$ cat src/rtl/ps2_pkg.sv
// ---------------------------------------------------------------------------
// ps2_pkg
// Shared definitions for the PS/2 keyboard transmitter: the TX FSM state
// encoding, the frame length, the scancode prefix bytes, and a helper that
// returns one bit of an 11-bit device-to-host frame.
// ---------------------------------------------------------------------------
package ps2_pkg;

    typedef enum logic [2:0] {
        ST_IDLE,
        ST_CHECK,
        ST_BIT_HI,
        ST_BIT_LO,
        ST_GAP
    } tx_state_e;

    // Start bit, eight data bits, odd parity bit and stop bit.
    localparam int FRAME_BITS = 11;

    localparam logic [7:0] PREFIX_EXT   = 8'hE0;  // extended-key prefix
    localparam logic [7:0] PREFIX_BREAK = 8'hF0;  // key-release prefix

    // Frame bit idx of a byte: 0 = start, 1..8 = data LSB first,
    // 9 = odd parity, 10 = stop.
    function automatic logic frame_bit(input logic [7:0] data, input logic [3:0] idx);
        logic b;
        b = 1'b1;
        if (idx == 4'd0) begin
            b = 1'b0;
        end else if (idx <= 4'd8) begin
            b = data[3'(idx - 4'd1)];
        end else if (idx == 4'd9) begin
            b = ~^data;
        end
        return b;
    endfunction

endpackage

$ cat src/rtl/ps2_byte_fifo.sv
// ---------------------------------------------------------------------------
// ps2_byte_fifo
// Byte FIFO that accepts up to three bytes per cycle (one whole key event)
// and releases one byte per cycle. The writer is responsible for checking
// free space; this block never refuses a push.
//
// Ports
//   clk_sys     system clock
//   reset       asynchronous active-high reset (empties the FIFO)
//   push        write push_num bytes this cycle
//   push_num    number of bytes to write (1..3)
//   push_bytes  bytes to write, first byte in [7:0]
//   pop         remove the head byte this cycle
//   pop_data    head byte (valid while empty is low)
//   count       current occupancy
//   empty       occupancy is zero
// ---------------------------------------------------------------------------
module ps2_byte_fifo #(
    parameter int DEPTH = 16
) (
    input  logic                     clk_sys,
    input  logic                     reset,
    input  logic                     push,
    input  logic [1:0]               push_num,
    input  logic [23:0]              push_bytes,
    input  logic                     pop,
    output logic [7:0]               pop_data,
    output logic [$clog2(DEPTH):0]   count,
    output logic                     empty
);

    localparam int AW = $clog2(DEPTH);
    localparam int CW = AW + 1;

    logic [AW-1:0] wr_ptr_q, wr_ptr_d;
    logic [AW-1:0] rd_ptr_q, rd_ptr_d;
    logic [CW-1:0] count_q, count_d;
    logic [7:0]    mem_q [DEPTH];

    // Pointers wrap naturally because DEPTH is a power of two.
    always_comb begin
        // NOTE: every signal assigned in a combinational block gets a default
        // first, so no path leaves it unassigned and no latch is inferred.
        wr_ptr_d = wr_ptr_q;
        rd_ptr_d = rd_ptr_q;
        count_d  = count_q;
        if (push) begin
            wr_ptr_d = wr_ptr_q + AW'(push_num);
        end
        if (pop) begin
            rd_ptr_d = rd_ptr_q + 1'b1;
        end
        count_d = count_q + (push ? CW'(push_num) : CW'(0)) - (pop ? CW'(1) : CW'(0));
    end

    always_ff @(posedge clk_sys or posedge reset) begin
        // NOTE: clocked state is updated with non-blocking assignments so every
        // flop samples the pre-edge values regardless of statement order.
        if (reset) begin
            wr_ptr_q <= '0;
            rd_ptr_q <= '0;
            count_q  <= '0;
        end else begin
            wr_ptr_q <= wr_ptr_d;
            rd_ptr_q <= rd_ptr_d;
            count_q  <= count_d;
        end
    end

    // NOTE: the storage array has no reset; the pointers and count define
    // which entries are meaningful, so stale contents are never observed.
    always_ff @(posedge clk_sys) begin
        if (push) begin
            for (int i = 0; i < 3; i++) begin
                if (i < int'(push_num)) begin
                    mem_q[wr_ptr_q + AW'(i)] <= push_bytes[8*i +: 8];
                end
            end
        end
    end

    assign pop_data = mem_q[rd_ptr_q];
    assign count    = count_q;
    assign empty    = (count_q == '0);

endmodule

$ cat src/rtl/ps2_key_tx.sv
// ---------------------------------------------------------------------------
// ps2_key_tx
// Turns toggle-flagged key events into PS/2 set-2 scancode bytes and
// transmits them, device-to-host, on a PS/2 clock/data pair driven towards a
// keyboard-controller core.
//
// Parameters
//   HALF_DIV    clk_sys cycles per PS/2 clock half-period
//   FIFO_DEPTH  byte FIFO depth (power of two, >= 4)
//   GAP_HALVES  minimum idle half-periods between frames
//
// Ports
//   clk_sys           system clock
//   reset             asynchronous active-high reset
//   ps2_key           [10] toggle, [9] pressed, [8] extended, [7:0] scancode
//   ps2_clk_in        sensed PS/2 clock line (low = host inhibit)
//   ps2_kbd_clk_out   PS/2 clock to the core, 1 = released
//   ps2_kbd_data_out  PS/2 data to the core, 1 = released
//   busy              FIFO non-empty or a frame/gap in progress
//   overflow          one-cycle pulse when an event is dropped
// ---------------------------------------------------------------------------
module ps2_key_tx
    import ps2_pkg::*;
#(
    parameter int HALF_DIV   = 1200,
    parameter int FIFO_DEPTH = 16,
    parameter int GAP_HALVES = 4
) (
    input  logic        clk_sys,
    input  logic        reset,
    input  logic [10:0] ps2_key,
    input  logic        ps2_clk_in,
    output logic        ps2_kbd_clk_out,
    output logic        ps2_kbd_data_out,
    output logic        busy,
    output logic        overflow
);

    localparam int GAP_CYC = GAP_HALVES * HALF_DIV;
    localparam int CNT_W   = $clog2(GAP_CYC + 1);
    localparam int CW      = $clog2(FIFO_DEPTH) + 1;

    // ---------------- event encoder ----------------
    logic          prime_q, prime_d;
    logic          prev_toggle_q, prev_toggle_d;
    logic          overflow_q, overflow_d;
    logic          evt;
    logic          accept;
    logic [1:0]    enc_num;
    logic [23:0]   enc_bytes;
    logic [CW-1:0] free_after_pop;

    // ---------------- FIFO ----------------
    logic          pop;
    logic [7:0]    fifo_data;
    logic [CW-1:0] fifo_count;
    logic          fifo_empty;

    // ---------------- TX FSM ----------------
    tx_state_e     state_q, state_d;
    logic [CNT_W-1:0] cnt_q, cnt_d;
    logic [3:0]    bit_idx_q, bit_idx_d;
    logic [7:0]    tx_byte_q, tx_byte_d;

    always_comb begin
        prime_d       = 1'b1;
        prev_toggle_d = ps2_key[10];
        // The first cycle after reset only captures the toggle level.
        evt = prime_q && (ps2_key[10] != prev_toggle_q);

        // Byte order on the wire: [E0] [F0] scancode.
        case ({ps2_key[8], ps2_key[9]})
            2'b00:   begin enc_num = 2'd2; enc_bytes = {8'h00, ps2_key[7:0], PREFIX_BREAK}; end
            2'b01:   begin enc_num = 2'd1; enc_bytes = {16'h0000, ps2_key[7:0]}; end
            2'b10:   begin enc_num = 2'd3; enc_bytes = {ps2_key[7:0], PREFIX_BREAK, PREFIX_EXT}; end
            default: begin enc_num = 2'd2; enc_bytes = {8'h00, ps2_key[7:0], PREFIX_EXT}; end
        endcase

        // A byte leaving this cycle frees its slot for the incoming event.
        free_after_pop = CW'(FIFO_DEPTH) - fifo_count + (pop ? CW'(1) : CW'(0));
        accept         = evt && (free_after_pop >= CW'(enc_num));
        overflow_d     = evt && !accept;
    end

    ps2_byte_fifo #(
        .DEPTH (FIFO_DEPTH)
    ) u_fifo (
        .clk_sys    (clk_sys),
        .reset      (reset),
        .push       (accept),
        .push_num   (enc_num),
        .push_bytes (enc_bytes),
        .pop        (pop),
        .pop_data   (fifo_data),
        .count      (fifo_count),
        .empty      (fifo_empty)
    );

    // ---------------- state register ----------------
    always_ff @(posedge clk_sys or posedge reset) begin
        if (reset) begin
            state_q       <= ST_IDLE;
            cnt_q         <= '0;
            bit_idx_q     <= '0;
            tx_byte_q     <= '0;
            prime_q       <= 1'b0;
            prev_toggle_q <= 1'b0;
            overflow_q    <= 1'b0;
        end else begin
            state_q       <= state_d;
            cnt_q         <= cnt_d;
            bit_idx_q     <= bit_idx_d;
            tx_byte_q     <= tx_byte_d;
            prime_q       <= prime_d;
            prev_toggle_q <= prev_toggle_d;
            overflow_q    <= overflow_d;
        end
    end

    // ---------------- next-state logic ----------------
    // The half-period counter reloads on entry to every timed state and the
    // state advances on the cycle it reads zero.
    always_comb begin
        state_d   = state_q;
        cnt_d     = cnt_q;
        bit_idx_d = bit_idx_q;
        tx_byte_d = tx_byte_q;
        pop       = 1'b0;
        case (state_q)
            ST_IDLE: begin
                if (!fifo_empty) begin
                    pop       = 1'b1;
                    tx_byte_d = fifo_data;
                    state_d   = ST_CHECK;
                end
            end
            ST_CHECK: begin
                // Host inhibit is honoured only here; a started frame completes.
                if (ps2_clk_in) begin
                    state_d   = ST_BIT_HI;
                    bit_idx_d = '0;
                    cnt_d     = CNT_W'(HALF_DIV - 1);
                end
            end
            ST_BIT_HI: begin
                if (cnt_q == '0) begin
                    state_d = ST_BIT_LO;
                    cnt_d   = CNT_W'(HALF_DIV - 1);
                end else begin
                    cnt_d = cnt_q - 1'b1;
                end
            end
            ST_BIT_LO: begin
                if (cnt_q == '0) begin
                    if (bit_idx_q == 4'(FRAME_BITS - 1)) begin
                        state_d = ST_GAP;
                        cnt_d   = CNT_W'(GAP_CYC - 1);
                    end else begin
                        state_d   = ST_BIT_HI;
                        bit_idx_d = bit_idx_q + 1'b1;
                        cnt_d     = CNT_W'(HALF_DIV - 1);
                    end
                end else begin
                    cnt_d = cnt_q - 1'b1;
                end
            end
            ST_GAP: begin
                if (cnt_q == '0) begin
                    state_d = ST_IDLE;
                end else begin
                    cnt_d = cnt_q - 1'b1;
                end
            end
            default: state_d = ST_IDLE;
        endcase
    end

    // ---------------- outputs ----------------
    // The bit index only advances on entry to BIT_HI, so data is stable for
    // the whole low phase and the core's falling-edge sample is clean.
    always_comb begin
        ps2_kbd_clk_out  = 1'b1;
        ps2_kbd_data_out = 1'b1;
        case (state_q)
            ST_BIT_HI: ps2_kbd_data_out = frame_bit(tx_byte_q, bit_idx_q);
            ST_BIT_LO: begin
                ps2_kbd_clk_out  = 1'b0;
                ps2_kbd_data_out = frame_bit(tx_byte_q, bit_idx_q);
            end
            default: ;
        endcase
        busy = !fifo_empty || (state_q != ST_IDLE);
    end

    assign overflow = overflow_q;

endmodule

$ cat config.mk
export PLATFORM = sky130hd
export DESIGN_NAME = ps2_key_tx
export DESIGN_NICKNAME = d
export VERILOG_FILES = /design/src/rtl/ps2_pkg.sv /design/src/rtl/ps2_byte_fifo.sv /design/src/rtl/ps2_key_tx.sv
export SDC_FILE = /design/constraint.sdc
export NUM_CORES = 1
export LEC_CHECK = 0
export ABC_AREA = 1
export BUFFER_PORTS_ARGS = -buffer_cell sky130_fd_sc_hd__buf_2
export CAP_MARGIN = 10
export CORE_MARGIN = 10
export CORE_UTILIZATION = 45
export CTS_CLUSTER_DIAMETER = 100
export DETAILED_ROUTE_END_ITERATION = 7
export RECOVER_POWER = 50
export SYNTH_ARGS = -nofsm -noshare
export SYNTH_HDL_FRONTEND = slang
export SYNTH_SLANG_ARGS = --single-unit
$ cat constraint.sdc
create_clock -name clk_sys -period 7.2 [get_ports clk_sys]
set_input_delay 0.72 -clock clk_sys [delete_from_list [all_inputs] [get_ports clk_sys]]
set_output_delay 0.72 -clock clk_sys [all_outputs]
set_load 0.01 [all_outputs]
==> impl_metrics.toml <==
[worst_setup_path]
r2r_end = "u_fifo.mem_q[5][4]$_DFFE_PP_"
critPathCaptureType = "flop"
crit_path_start_kind = "flop"
reg2reg_depth = 17
startpoint = "u_fifo.count[2]$_DFF_PP0_"
critical_path_class = "flop to flop"
worstPathArrival_ns = 5.72
cp.required_ns = 7.28
endpoint = "u_fifo.mem_q[5][4]$_DFFE_PP_"
r2r-start = "u_fifo.count[2]$_DFF_PP0_"
path_max_fanout = 48
regToRegSetupSlack_ns = 1.57

[final_layout]
antenna_cells = 0
multi_input_area_um2 = 6515
syn_to_final_growth_pct = 5.717
fillers = 2682
drive_above_1_share = 0.07041
final_nets = 1647
seqCellArea_um2 = 4946

[global_route]
grt-ovfl-total = 0
grt_pass1_wl_um = 66960
grt_max_degree = 86
grt_pass1_vias = 11142
grtUsageTotal = 0.2557
antenna_found_initial = 0

[floorplan]
die_h_um = 185.6
initial_core_util = 0.4580
fp.dieArea_um2 = 34450
row_count = 60
io_pins = 18
core_um2 = 26950
chipWidth_um = 185.6

[detailed_routing]
remaining_drc_errors = 0
dr.pass1.iters = 6
drt-vias-per-instance = 6.223
postRouteAntennaNets = 0
drt-wirelength-per-cell_um = 22.38
num_vias = 12198
wirelength_um = 43860
drtIter0Drc = 1823

[sta]
setup_viol = 0
fin_skew_ns = 0.02719
tns_ns = 0
hold_viol_final = 0
maxSlewViolCount = 113
rsz0062_at_grt = "false"
worst_pin_slew_ns = 3.009
max_slew_margin = -1.006
finalHoldWorstSlack_ns = 0.4192
post-route-min-period_ns = 5.634
max_clock_freq_ghz = 0.1775
layout_worst_path_cycle_share = 0.7825
worst_slack_ns = 1.566

[clock_tree]
cts_hold_buf = 0
clock-root-buffer = "clkbuf_16"
cts_setup_buffers = 0
clkLatencyLatePin_ns = 0.45
cts_made_buffers = 17
clkSlewWorstSetupHoldPaths_ns = 0.08
clock_sinks = 172
clockBufferDepth = 2
htree_levels = 4
cts_tree = "done"
cts_resized = 0

[synthesis]
synth_edf_count = 128
ys_types = 39
muxShareOfSynthArea = 0
synth_simple_gate_area_frac = 0.4187
synth_cells = 1663
yosysMostFrequentCell = "nand2_1"
syn_avg_cell_area_um2 = 7.422
syn-num-nets = 1704
synth_compound_area_frac = 0.06913
async_flop_share = 0.2558
synthTopCellsByArea = "edfxtp_1, nand2_1, nand3_1, dfrtp_1, nand4_1"
synth_top_family_by_area = "simple AND/OR/NAND/NOR gates"
yosysWarnings = 0
yosysSeqAreaShare = 0.4006
ys_ff_latch = 172
yosysTopAreaCell = "edfxtp_1"
synth_area_um2 = 12340
synthXorXnorAreaFrac = 0.01561
ys.flop_type = "edfxtp_1"
synth_fa_ha_area_frac = 0.02859
yosysTopAreaCellShare = 0.3114
synth_common_cells = "nand2_1, nand3_1, nand4_1"

[place]
hpwlAfterDp_um = 28480
place_ws_ns = 2.407
port_buffers = 17
gp_congestion = 0.9251

[pwr]
p_per_area_nw_per_um2 = 347.2
p_sw_uw = 2177
combPwrFrac = 0.486
p_int_uw = 2353
leakagePower_uw = 0.005790
p_seq_frac = 0.311
p_sw_frac = 0.4805
clock_power_share = 0.203
ir_drop_uv = 165.1
p_total_uw = 4530

[flow_run]
cap_violations = 2

[status]
status = "finished with violations"
violations = "max-capacitance violations, max-slew violations"

[min_path]
hold_path.class = "input pin to flop"
layout by cell type, fill, tap and decap left out, types with 3 or more instances in the layout:
cell       synthesis  routed
o211ai_1          28      28
o221ai_1           6       6
xnor2_1            8       8
clkbuf_16          0      19
o21ai_1            5       3
buf_4              1      11
nor2_4            14      13
o21ai_0           88      90
nor3_1             3       3
edfxtp_1         128     128
ha_1              25      25
nand2_2           14       4
or2_2              3       3
nor2_1           135     136
inv_6              1       3
inv_1             91      92
nand2_1          427     440
buf_2             16      12
nand4_1          147     147
dfrtp_1           44      43
nor2_2            16      16
nand4_2            7       7
clkbuf_1          84       9
nand3_1          301     301
xor2_1            14      14
a21oi_1           15      15
clkinv_4           0       5
clkinv_1           5       5
inv_2              9       7
inv_4              0       3
o31ai_1            3       3
power groups by stage:
stage	Sequential, µW	Combinational (µW)	Clock [µW]
6_report	1410	2200	918
5_1_grt	1430	2430	972
4_1_cts	1410	2180	925
3_5_place_dp	1430	2180	0
3_3_place_gp	1430	2150	0
2_1_floorplan	1370	1600	0
metrics by stage:
step / instances / instance area [µm²] / utilization
detailed placement: 1928 / 12550 / 0.4657
finish: 1960 / 13050 / 0.4842
global route: 1960 / 13050 / 0.4842
CTS: 1960 / 13120 / 0.4867
floorplan: 1663 / 12340 / -
global placement: 1928 / 12550 / 0.4657
metal layers:
layer  share of wire  routed length [µm]  up-vias  GRT usage
met5               0                   0        -          0
met2            0.44               19270      726     0.3837
li1                -                   -     5677          -
met3            0.11                4932      140    0.06298
met1            0.40               17600     5655     0.3391
met4           0.047                2049        0     0.1200
state kept, by name (all words and copies together), names as in the netlist:
signal and cells:
bit_idx_q 4, cnt_q 13, overflow 1, prev_toggle_q 1, prime_q 1, state_q 3
tx_byte_q 8, u_fifo.count 5, u_fifo.mem_q 128, u_fifo.rd_ptr_q 4, u_fifo.wr_ptr_q 4
cells by family (layout without fill, tap and decap cells):
kind of cell	count (synthesis)	count (layout)
AO/OA/AOI/OAI	149	149
XOR/XNOR	22	22
adder cells (fa/ha/maj)	27	27
buffers and inverters	213	169
flip-flops	172	172
other	1	1
AND/OR/NAND/NOR	1079	1079
worst max-delay path, cell delays in order (launching register included):
cell,delay (ns)
dfrtp_1,0.41
inv_1,0.13
ha_1,0.20
nand4_1,0.16
nand2_1,0.34
ha_1,0.21
inv_1,0.06
ha_1,0.28
ha_1,0.27
o21ai_0,0.10
nand2_1,0.08
nor2_1,0.04
nand2_1,0.78
nand2_1,0.25
nor2_1,0.61
buf_4,0.55
nand2_1,0.33
nand3_1,0.43
cell type report:
cell class | count | area share
Inverter | 106 | 0.03107
Tap cell | 341 | 0.03270
Multi-Input combinational cell | 1278 | 0.4993
Clock inverter | 11 | 0.006424
Sequential cell | 172 | 0.3790
Timing Repair Buffer | 31 | 0.01448
Clock buffer | 21 | 0.03701
how the worst min path moves through the flow:
stage | start | end | depth (start not counted) | slack [ns]
final | ps2_key[10] | prev_toggle_q$_DFF_PP0_ | 1 | 0.42
after CTS | ps2_key[10] | prev_toggle_q$_DFF_PP0_ | 1 | 0.40
after global placement | cnt_q[12]$_DFFE_PP0P_ | cnt_q[12]$_DFFE_PP0P_ | 2 | 0.47
after detailed placement | cnt_q[12]$_DFFE_PP0P_ | cnt_q[12]$_DFFE_PP0P_ | 2 | 0.48
after floorplan | cnt_q[12]$_DFFE_PP0P_ | cnt_q[12]$_DFFE_PP0P_ | 2 | 0.45
after global routing | ps2_key[10] | prev_toggle_q$_DFF_PP0_ | 1 | 0.41
Note: power is estimated with default switching activity, not from simulation.
